## src/rtl/reg_scoreboard_if.sv

```systemverilog
// Issue/writeback/status bundle between decode and reg_scoreboard.
// master = decode/issue side, slave = scoreboard.
interface reg_scoreboard_if;
    logic        flush;
    logic        issue_vld;
    logic [3:0]  issue_rd;
    logic        issue_wr;
    logic [3:0]  src1;
    logic        src1_use;
    logic [3:0]  src2;
    logic        src2_use;
    logic        wb_vld;
    logic [3:0]  wb_rd;
    logic        issue_rdy;
    logic        stall;
    logic [15:0] busy;
    logic        err;

    modport master (
        output flush, issue_vld, issue_rd, issue_wr,
        output src1, src1_use, src2, src2_use, wb_vld, wb_rd,
        input  issue_rdy, stall, busy, err
    );

    modport slave (
        input  flush, issue_vld, issue_rd, issue_wr,
        input  src1, src1_use, src2, src2_use, wb_vld, wb_rd,
        output issue_rdy, stall, busy, err
    );
endinterface

```

## src/rtl/reg_scoreboard.sv

```systemverilog
// Hazard scoreboard: 2-bit pending-write counter per register, R0 hardwired idle.
// Define SCOREBOARD_BYPASS_EN to let a consumer issue in its producer's last writeback cycle.
module reg_scoreboard (
    input  logic            clk,
    input  logic            rst,
    reg_scoreboard_if.slave sb
);
    logic [1:0]  cnt_q [16];
    logic [1:0]  cnt_d [16];
    logic [15:0] busy_q;
    logic [15:0] busy_d;
    logic        err_q;
    logic        err_d;
    logic [15:0] inc_s;
    logic [15:0] dec_s;
    logic        byp1_s;
    logic        byp2_s;
    logic        haz1_s;
    logic        haz2_s;
    logic        stall_s;
    logic        full_s;
    logic        rdy_s;
    logic        accept_s;

    function automatic logic cnt_busy(input logic [1:0] c);
        return (c != 2'd0);
    endfunction

    // Forwarding window: the final writeback of a source may satisfy its consumer.
    always_comb begin
`ifdef SCOREBOARD_BYPASS_EN
        byp1_s = sb.wb_vld & (sb.wb_rd == sb.src1) & (cnt_q[sb.src1] == 2'd1);
        byp2_s = sb.wb_vld & (sb.wb_rd == sb.src2) & (cnt_q[sb.src2] == 2'd1);
`else
        byp1_s = 1'b0;
        byp2_s = 1'b0;
`endif
    end

    // Hazard, capacity and issue handshake from registered counts and current inputs.
    always_comb begin
        haz1_s   = sb.src1_use & (sb.src1 != 4'd0) & cnt_busy(cnt_q[sb.src1]) & ~byp1_s;
        haz2_s   = sb.src2_use & (sb.src2 != 4'd0) & cnt_busy(cnt_q[sb.src2]) & ~byp2_s;
        stall_s  = haz1_s | haz2_s;
        full_s   = sb.issue_wr & (sb.issue_rd != 4'd0) & (cnt_q[sb.issue_rd] == 2'd3);
        rdy_s    = sb.issue_vld & ~stall_s & ~full_s & ~sb.flush;
        accept_s = rdy_s & sb.issue_wr & (sb.issue_rd != 4'd0);
    end

    // Per-register increment/decrement requests; a decrement needs a nonzero count.
    always_comb begin
        inc_s = 16'h0000;
        dec_s = 16'h0000;
        for (int i = 1; i < 16; i++) begin
            inc_s[i] = accept_s & (sb.issue_rd == 4'(i));
            dec_s[i] = sb.wb_vld & (sb.wb_rd == 4'(i)) & cnt_busy(cnt_q[i]);
        end
    end

    // Next counts, busy image and sticky error.
    always_comb begin
        cnt_d[0]  = 2'd0;
        busy_d    = 16'h0000;
        for (int i = 1; i < 16; i++) begin
            if (sb.flush) begin
                cnt_d[i] = 2'd0;
            end else begin
                case ({inc_s[i], dec_s[i]})
                    2'b10:   cnt_d[i] = cnt_q[i] + 2'd1;
                    2'b01:   cnt_d[i] = cnt_q[i] - 2'd1;
                    default: cnt_d[i] = cnt_q[i];
                endcase
            end
            busy_d[i] = cnt_busy(cnt_d[i]);
        end
        if (!sb.flush && sb.wb_vld && (sb.wb_rd != 4'd0) && (cnt_q[sb.wb_rd] == 2'd0)) begin
            err_d = 1'b1;
        end else begin
            err_d = err_q;
        end
    end

    // State registers; reset discards all pending writes immediately.
    always_ff @(posedge clk or posedge rst) begin
        if (rst) begin
            for (int i = 0; i < 16; i++) begin
                cnt_q[i] <= 2'd0;
            end
            busy_q <= 16'h0000;
            err_q  <= 1'b0;
        end else begin
            for (int i = 0; i < 16; i++) begin
                cnt_q[i] <= cnt_d[i];
            end
            busy_q <= busy_d;
            err_q  <= err_d;
        end
    end

    assign sb.issue_rdy = rdy_s;
    assign sb.stall     = stall_s;
    assign sb.busy      = busy_q;
    assign sb.err       = err_q;
endmodule

```

## src/flat_wrapper.sv

```systemverilog
// flat-port wrapper written by rule: the top's interface ports become plain ports
module reg_scoreboard_flat 
  (clk, rst, sb_flush, sb_issue_vld, sb_issue_rd, sb_issue_wr, sb_src1, sb_src1_use, sb_src2, sb_src2_use, sb_wb_vld, sb_wb_rd, sb_issue_rdy, sb_stall, sb_busy, sb_err);
  reg_scoreboard_if sb_i ();
  input  logic clk;
  input  logic rst;
  input wire logic [$bits(sb_i.flush)-1:0] sb_flush;
  input wire logic [$bits(sb_i.issue_vld)-1:0] sb_issue_vld;
  input wire logic [$bits(sb_i.issue_rd)-1:0] sb_issue_rd;
  input wire logic [$bits(sb_i.issue_wr)-1:0] sb_issue_wr;
  input wire logic [$bits(sb_i.src1)-1:0] sb_src1;
  input wire logic [$bits(sb_i.src1_use)-1:0] sb_src1_use;
  input wire logic [$bits(sb_i.src2)-1:0] sb_src2;
  input wire logic [$bits(sb_i.src2_use)-1:0] sb_src2_use;
  input wire logic [$bits(sb_i.wb_vld)-1:0] sb_wb_vld;
  input wire logic [$bits(sb_i.wb_rd)-1:0] sb_wb_rd;
  output wire logic [$bits(sb_i.issue_rdy)-1:0] sb_issue_rdy;
  output wire logic [$bits(sb_i.stall)-1:0] sb_stall;
  output wire logic [$bits(sb_i.busy)-1:0] sb_busy;
  output wire logic [$bits(sb_i.err)-1:0] sb_err;
  assign sb_i.flush = sb_flush;
  assign sb_i.issue_vld = sb_issue_vld;
  assign sb_i.issue_rd = sb_issue_rd;
  assign sb_i.issue_wr = sb_issue_wr;
  assign sb_i.src1 = sb_src1;
  assign sb_i.src1_use = sb_src1_use;
  assign sb_i.src2 = sb_src2;
  assign sb_i.src2_use = sb_src2_use;
  assign sb_i.wb_vld = sb_wb_vld;
  assign sb_i.wb_rd = sb_wb_rd;
  assign sb_issue_rdy = sb_i.issue_rdy;
  assign sb_stall = sb_i.stall;
  assign sb_busy = sb_i.busy;
  assign sb_err = sb_i.err;
  reg_scoreboard u_core (.clk(clk), .rst(rst), .sb(sb_i));
endmodule
```

## config.mk

```make
export PLATFORM = sky130hd
export DESIGN_NAME = reg_scoreboard_flat
export DESIGN_NICKNAME = d
export VERILOG_FILES = /design/src/rtl/reg_scoreboard_if.sv /design/src/rtl/reg_scoreboard.sv /design/src/flat_wrapper.sv
export SDC_FILE = /design/constraint.sdc
export NUM_CORES = 1
export LEC_CHECK = 0
export CORE_MARGIN = 2
export CORE_UTILIZATION = 50
export CTS_CLUSTER_SIZE = 8
export DETAILED_ROUTE_END_ITERATION = 8
export PLACE_DENSITY = 0.82
export SLEW_MARGIN = 5
export SYNTH_ARGS = -nofsm -noshare
export SYNTH_HDL_FRONTEND = slang
export SYNTH_SLANG_ARGS = --single-unit
```

## constraint.sdc

```tcl
create_clock -name clk -period 2.98 [get_ports clk]
set_input_delay 0.894 -clock clk [delete_from_list [all_inputs] [get_ports clk]]
set_output_delay 0.894 -clock clk [all_outputs]
set_load 0.05 [all_outputs]
```

# Word-level counts from Yosys, hierarchy flattened
# Cells that the tools add are included.
word_totals:
  latchBits: 0
  mem_bits_rw: 0
  reg_bits: 46
  rom_bits: 0
  word_cells: 259
  n_memories: 0
op_classes:
  eq_ne: 61
  magnitude_cmp: 4
  n_mux: 42
  add_sub_neg: 30
  shift: 0
  div_mod_pow: 0
  n_reduce_logical: 41
  bitwise_logic: 64
  mul: 0
op_table:
  columns: ["op", "count"]
  rows:
  - ["equality test 4 bit (second input constant)", 16]
  - ["nonzero test 2 bit", 32]
  - ["one-hot mux 2 bit (2 select lines)", 15]
  - ["bitwise AND 1 bit", 56]
  - ["2-to-1 mux 2 bit", 23]
  - ["binary-select mux 2 bit (select 4 bit)", 4]
  - ["equality test 2 bit (second input constant)", 16]
  - ["equality test 4 x 3 -> 1 bit (second input constant)", 8]
  - ["adder 2 x 1 -> 2 bit (second input constant)", 15]
  - ["equality test 2 x 1 -> 1 bit (second input constant)", 15]
  - ["subtractor 2 x 1 -> 2 bit (second input constant)", 15]
  - ["greater-or-equal comparator 5 bit (second input constant)", 4]
  - ["NOT 4 -> 5 bit", 4]
  - ["equality test 4 x 2 -> 1 bit (second input constant)", 4]
  - ["nonzero test 4 bit", 4]
  - ["equality test 4 x 1 -> 1 bit (second input constant)", 2]
  - ["logical AND 1 bit", 3]
  - ["NOT 1 bit", 3]
  - ["logical NOT 2 bit", 1]
  - ["logical NOT 1 bit", 1]
  - ["bitwise OR 1 bit", 1]

# Depth between registers and ports, before layout
logic_depth:
  depth_word: 18
  ltp_mapped: 14
  depth_no_buf: 11

# Worst setup path before layout
# OpenSTA, ideal clock, no wires.
synth_path:
  path_kind: "input -> output"
  from: "in sb_src2[0]"
  to: "out sb_issue_rdy"
  t_required_ns: 2.086
  arrival_ns: 3.248
  slack_ns: -1.162
  path_buffers: 1
  cell_stages: 7
  cell_sequence: "clkbuf_1 > nor3_1 > a21oi_1 > o32a_1 > o211a_1 > a21o_1 > nor3_1"
synth_via:
  elab_chain_cells: 11
  elab_cells_between_ends: 13
  classes_between: "3 x mux; 8 x bitwise; 2 x reduce/logical"
synth_rtl:
  columns: ["item", "line_no", "text"]
  rows:
  - ["start, declared", "flat_wrapper.sv:13", "input wire logic [$bits(sb_i.src2)-1:0] sb_src2;"]
  - ["NOT 4 -> 5 bit (implied by the code)", "reg_scoreboard.sv:43", "haz2_s = sb.src2_use & (sb.src2 != 4'd0) & cnt_busy(cnt_q[sb.src2]) & ~byp2_s;"]
  - ["binary-select mux 2 bit (select 4 bit)", "reg_scoreboard.sv:43", null]
  - ["2-to-1 mux 2 bit (implied by the code) (2 in a row)", "reg_scoreboard.sv:43", null]
  - ["nonzero test 2 bit", "reg_scoreboard.sv:26", "return (c != 2'd0);"]
  - ["bitwise AND 1 bit *", "reg_scoreboard.sv:43", null]
  - ["bitwise OR 1 bit *", "reg_scoreboard.sv:44", "stall_s = haz1_s | haz2_s;"]
  - ["named net sb_stall", "flat_wrapper.sv:18", "output wire logic [$bits(sb_i.stall)-1:0] sb_stall;"]
  - ["NOT 1 bit *", "reg_scoreboard.sv:46", "rdy_s = sb.issue_vld & ~stall_s & ~full_s & ~sb.flush;"]
  - ["bitwise AND 1 bit * (3 in a row)", "reg_scoreboard.sv:46", null]
  - ["end, declared", "flat_wrapper.sv:17", "output wire logic [$bits(sb_i.issue_rdy)-1:0] sb_issue_rdy;"]
# The timed path passes the listed nets; every way through them passes the cells marked *. The select of a mux whose other input is x is not followed.

# Final worst setup path
layout_path:
  from: "in sb_issue_rd[3]"
  to: "reg u_core.busy_q[6] (netlist: u_core.sb.busy[6])"
layout_via:
  elab_chain_cells: 16
  elab_cells_between_ends: 20
  classes_between: "4 x eq/ne; 5 x mux; 9 x bitwise; 2 x reduce/logical"
layout_rtl:
  columns: ["item", "line_no", "text"]
  rows:
  - ["start, declared", "flat_wrapper.sv:9", "input wire logic [$bits(sb_i.issue_rd)-1:0] sb_issue_rd;"]
  - ["NOT 4 -> 5 bit (implied by the code)", "reg_scoreboard.sv:45", "full_s = sb.issue_wr & (sb.issue_rd != 4'd0) & (cnt_q[sb.issue_rd] == 2'd3);"]
  - ["binary-select mux 2 bit (select 4 bit)", "reg_scoreboard.sv:45", null]
  - ["2-to-1 mux 2 bit (implied by the code) (2 in a row)", "reg_scoreboard.sv:45", null]
  - ["equality test 2 bit", "reg_scoreboard.sv:45", null]
  - ["bitwise AND 1 bit", "reg_scoreboard.sv:45", null]
  - ["NOT 1 bit", "reg_scoreboard.sv:46", null]
  - ["bitwise AND 1 bit (2 in a row)", "reg_scoreboard.sv:46", null]
  - ["bitwise AND 1 bit (2 in a row)", "reg_scoreboard.sv:47", "accept_s = rdy_s & sb.issue_wr & (sb.issue_rd != 4'd0);"]
  - ["bitwise AND 1 bit *", "reg_scoreboard.sv:55", "inc_s[i] = accept_s & (sb.issue_rd == 4'(i));"]
  - ["equality test 2 x 1 -> 1 bit or equality test 2 bit (tied branches)", "reg_scoreboard.sv:68", "case ({inc_s[i], dec_s[i]})"]
  - ["one-hot mux 2 bit (2 select lines) *", "reg_scoreboard.sv:68", null]
  - ["2-to-1 mux 2 bit *", "reg_scoreboard.sv:65", "if (sb.flush) begin"]
  - ["nonzero test 2 bit *", "reg_scoreboard.sv:26", null]
  - ["named net u_core.busy_d[6]", "reg_scoreboard.sv:11", "logic [15:0] busy_d;"]
  - ["end signal, assigned", "reg_scoreboard.sv:95", "busy_q <= busy_d;"]
  - ["end, declared", "reg_scoreboard.sv:10", "logic [15:0] busy_q;"]
# Marks and branches as above.
# A chain may end at the register's enable or synchronous reset.

==> results.sh <==
export IMPL_rows=28
export IMPL_setup_slack_ns=-0.573
export IMPL_synth_warnings=0
export IMPL_crit_type="in2reg"
export IMPL_firstDrtPassIters=6
export IMPL_switching_share_pct=29.5
export IMPL_synth_largest_area_cell="dfrtp_1"
export IMPL_violations="negative setup slack"
export IMPL_p_int_mw=1.05
export IMPL_fin_crit_sh_pct=119
export IMPL_grt_pass1_vias=3487
export IMPL_yosys_area_top_type_share_pct=36.6
export IMPL_power_density_nw_per_um2=286
export IMPL_clock_sinks=46
export IMPL_synth_xor_area_share_pct=12.5
export IMPL_finalHoldViolations=0
export IMPL_switchingPower_mw=0.437
export IMPL_io_pins=43
export IMPL_yosysMostFrequentCell="nor2_1"
export IMPL_synth_compound_area_share_pct=12.2
export IMPL_finish_utilization_pct=86.4
export IMPL_yosysUniqueCellTypes=52
export IMPL_rsz0062_at_grt="true"
export IMPL_syn_instance_count=343
export IMPL_place_hpwl_mm=7.54
export IMPL_die_height_um=83.3
export IMPL_placed_cell_area_um2=4370
export IMPL_period_minus_slack_ns=3.55
export IMPL_coreArea_um2=5990
export IMPL_diodes=0
export IMPL_synth_commonest_cells="nor2_1, dfrtp_1, xnor2_1"
export IMPL_relSlewSlack_pct=63.3
export IMPL_pwr_share_seq_pct=42.5
export IMPL_synth_area_leaders="dfrtp_1, nor2_1, xnor2_1"
export IMPL_overflow=0
export IMPL_met1Wirelength_mm=5.00
export IMPL_yosys_area_share_simple_pct=21.3
export IMPL_place_worst_setup_slack_ns=-0.982
export IMPL_final_area_um2=5180
export IMPL_drtIter0Drc=386
export IMPL_wire_per_inst_um=26.1
export IMPL_power_frac_comb_pct=24.4
export IMPL_synth_mux_area_share_pct=7.24
export IMPL_totalWireLength_mm=13.9
export IMPL_worstSetupStartpointType="primary input"
export IMPL_top_layer="met5"
export IMPL_cp_arrival_ns=3.73
export IMPL_initial_utilization_pct=52.5
export IMPL_synth_top_family_by_area="simple AND/OR/NAND/NOR gates"
export IMPL_worstMarginPinSlew_ns=0.549
export IMPL_syn_nets=382
export IMPL_die_area_um2=6940
export IMPL_ys_seq_area_share_pct=36.6
export IMPL_drc=0
export IMPL_nFillCells=273
export IMPL_crit_path_max_fanout=11
export IMPL_synth_edf_count=0
export IMPL_skew_ns=0.00580
export IMPL_setup_violations=47
export IMPL_p_total_mw=1.48
export IMPL_p_leak_nw=1.97
export IMPL_avgSynthCellArea_um2=9.17
export IMPL_wl_met2_mm=6.24
export IMPL_syn_area_um2=3150
export IMPL_drive_gt1_share_pct=45.5
export IMPL_grt_max_degree=46
export IMPL_vias=3613
export IMPL_area_delta_synth_final_pct=64.5
export IMPL_cts_hold_buf=0
export IMPL_die_width_um=83.3
export IMPL_fmax_mhz=281
export IMPL_clk_pin_slew_ns=0.10
export IMPL_antenna_found_initial=1
export IMPL_status="finished, violations left"
export IMPL_drv_slew=0
export IMPL_io_buffers=41
export IMPL_gp_congestion=1.03
export IMPL_hold_path_class="reg2reg"
export IMPL_layout_nets=495
export IMPL_ir_worst_vdd_uv=340
export IMPL_cp_end_kind="register"
export IMPL_clock_path_buffers=2
export IMPL_worstSkewPairLatency_ns=0.31
export IMPL_avgViaCountPerCell=6.79
export IMPL_cts_root_buffer="clkbuf_8"
export IMPL_synth_fa_ha_area_share_pct=5.96
export IMPL_critPathRequiredTime_ns=3.16
export IMPL_grt_usage_pct=34.2
export IMPL_drv_cap=0
export IMPL_wl_met3_mm=1.61
export IMPL_synth_seq_cells=46
export IMPL_antenna_left=0
export IMPL_htreeDepth=2
export IMPL_ys_flop_type="dfrtp_1"
export IMPL_cts_buffers=5
export IMPL_p_clk_share_pct=33.1
export IMPL_tritoncts="built"
export IMPL_async_flop_share_pct=100
export IMPL_grt_pass1_wl_mm=18.5
[what timing repair did]
item	in CTS	in global routing
cloned	1	0
pin swaps	48	35
setup buffers	12	9
hold endpoints to repair	0	0
endpoints found under the setup margin	47	47
gates resized for setup	97	34
[critical path: stages]
cell             delay (ns)
clkdlybuf4s15_1        0.25
buf_6                  0.18
a21oi_2                0.14
a31oi_1                0.08
o211ai_1               0.34
a32oi_4                0.10
buf_6                  0.14
a211oi_4               0.28
buf_6                  0.16
buf_8                  0.13
nand4_1                0.17
ha_4                   0.23
xnor2_2                0.18
nor2_1                 0.09
xnor2_1                0.26
a21oi_1                0.11
[final timing paths]
| kind | slack, ns | start | to | cells past startpoint |
|---|---|---|---|---|
| max | -0.57 | sb_issue_rd[3] | u_core.sb.busy[6] | 16 |
| min reg2reg | 0.52 | u_core.sb.err | u_core.sb.err | 1 |
| min | 0.52 | u_core.sb.err | u_core.sb.err | 1 |
| max reg2reg | -0.43 | u_core.cnt_q[22] | u_core.sb.busy[6] | 14 |
| min in group asynchronous | 0.94 | rst | u_core.cnt_q[16] | 2 |
| max in group asynchronous | 1.47 | rst | u_core.sb.busy[4] | 3 |
[per-stage QoR]
stage          hold slack, ns  instances  TNS [ns]
2_1_floorplan           0.538        343    -10.87
3_3_place_gp            0.479        503    -37.83
3_5_place_dp            0.483        503    -40.22
4_1_cts                 0.503        524     -8.56
5_1_grt                 0.535        532    -18.20
6_report                0.520        532    -14.33
[flip-flops by register name (all words and copies together) (netlist names)]
name and flops:
u_core.cnt_q 30, u_core.sb.busy 15, u_core.sb.err 1
[power by group through the flow]
stage / Clock [mW] / Sequential, mW / Combinational [mW]
after floorplan: 0 / 0.645 / 0.143
after global placement: 0 / 0.641 / 0.268
after detailed placement: 0 / 0.641 / 0.273
after CTS: 0.478 / 0.629 / 0.315
after global routing: 0.516 / 0.630 / 0.373
final: 0.491 / 0.630 / 0.361
[cell usage in the layout (no fill, tap or decap), types with 3 or more instances in the layout]
| cell type | n |
|---|---|
| a211oi_1 | 5 |
| a21oi_1 | 17 |
| a21oi_2 | 6 |
| and3_1 | 4 |
| buf_12 | 6 |
| buf_4 | 67 |
| buf_6 | 13 |
| buf_8 | 3 |
| clkbuf_8 | 5 |
| clkdlybuf4s50_1 | 28 |
| dfrtp_1 | 46 |
| dlygate4sd2_1 | 3 |
| ha_4 | 14 |
| inv_1 | 5 |
| inv_2 | 4 |
| mux4_2 | 8 |
| nand2_1 | 6 |
| nand2b_1 | 3 |
| nand3_4 | 10 |
| nand3b_1 | 3 |
| nand4_1 | 5 |
| nor2_1 | 63 |
| nor2_2 | 7 |
| nor2b_1 | 3 |
| nor3_1 | 17 |
| nor3_2 | 5 |
| nor3_4 | 3 |
| nor4_1 | 4 |
| xnor2_1 | 14 |
| xnor2_2 | 16 |
| xor2_2 | 13 |
[layer usage]
layer | GRT usage, % | up-vias
met1 | 43.4 | 1747
met5 | 0 | -
met2 | 54.5 | 335
met3 | 7.36 | 106
li1 | - | 1423
met4 | 18.8 | 2
[final cells by class]
type | instances | area (um^2) | area share, %
multi-input cells | 269 | 2630 | 50.7
repair buffers | 125 | 1160 | 22.5
flip-flops and latches | 46 | 1150 | 22.2
inverters | 9 | 33.8 | 0.652
well taps | 75 | 93.8 | 1.81
clock buffers | 6 | 72.6 | 1.40
clock inverters | 2 | 37.5 | 0.725
[cell families (layout without fill, tap and decap cells)]
group,Yosys count,in the layout
simple gates,142,142
compound gates,54,54
flops,46,46
xor+xnor,45,45
buf+inv,28,142
fa+ha+maj,15,15
mux,12,12
other cells,1,1
Note: power is estimated with default switching activity, not from simulation.
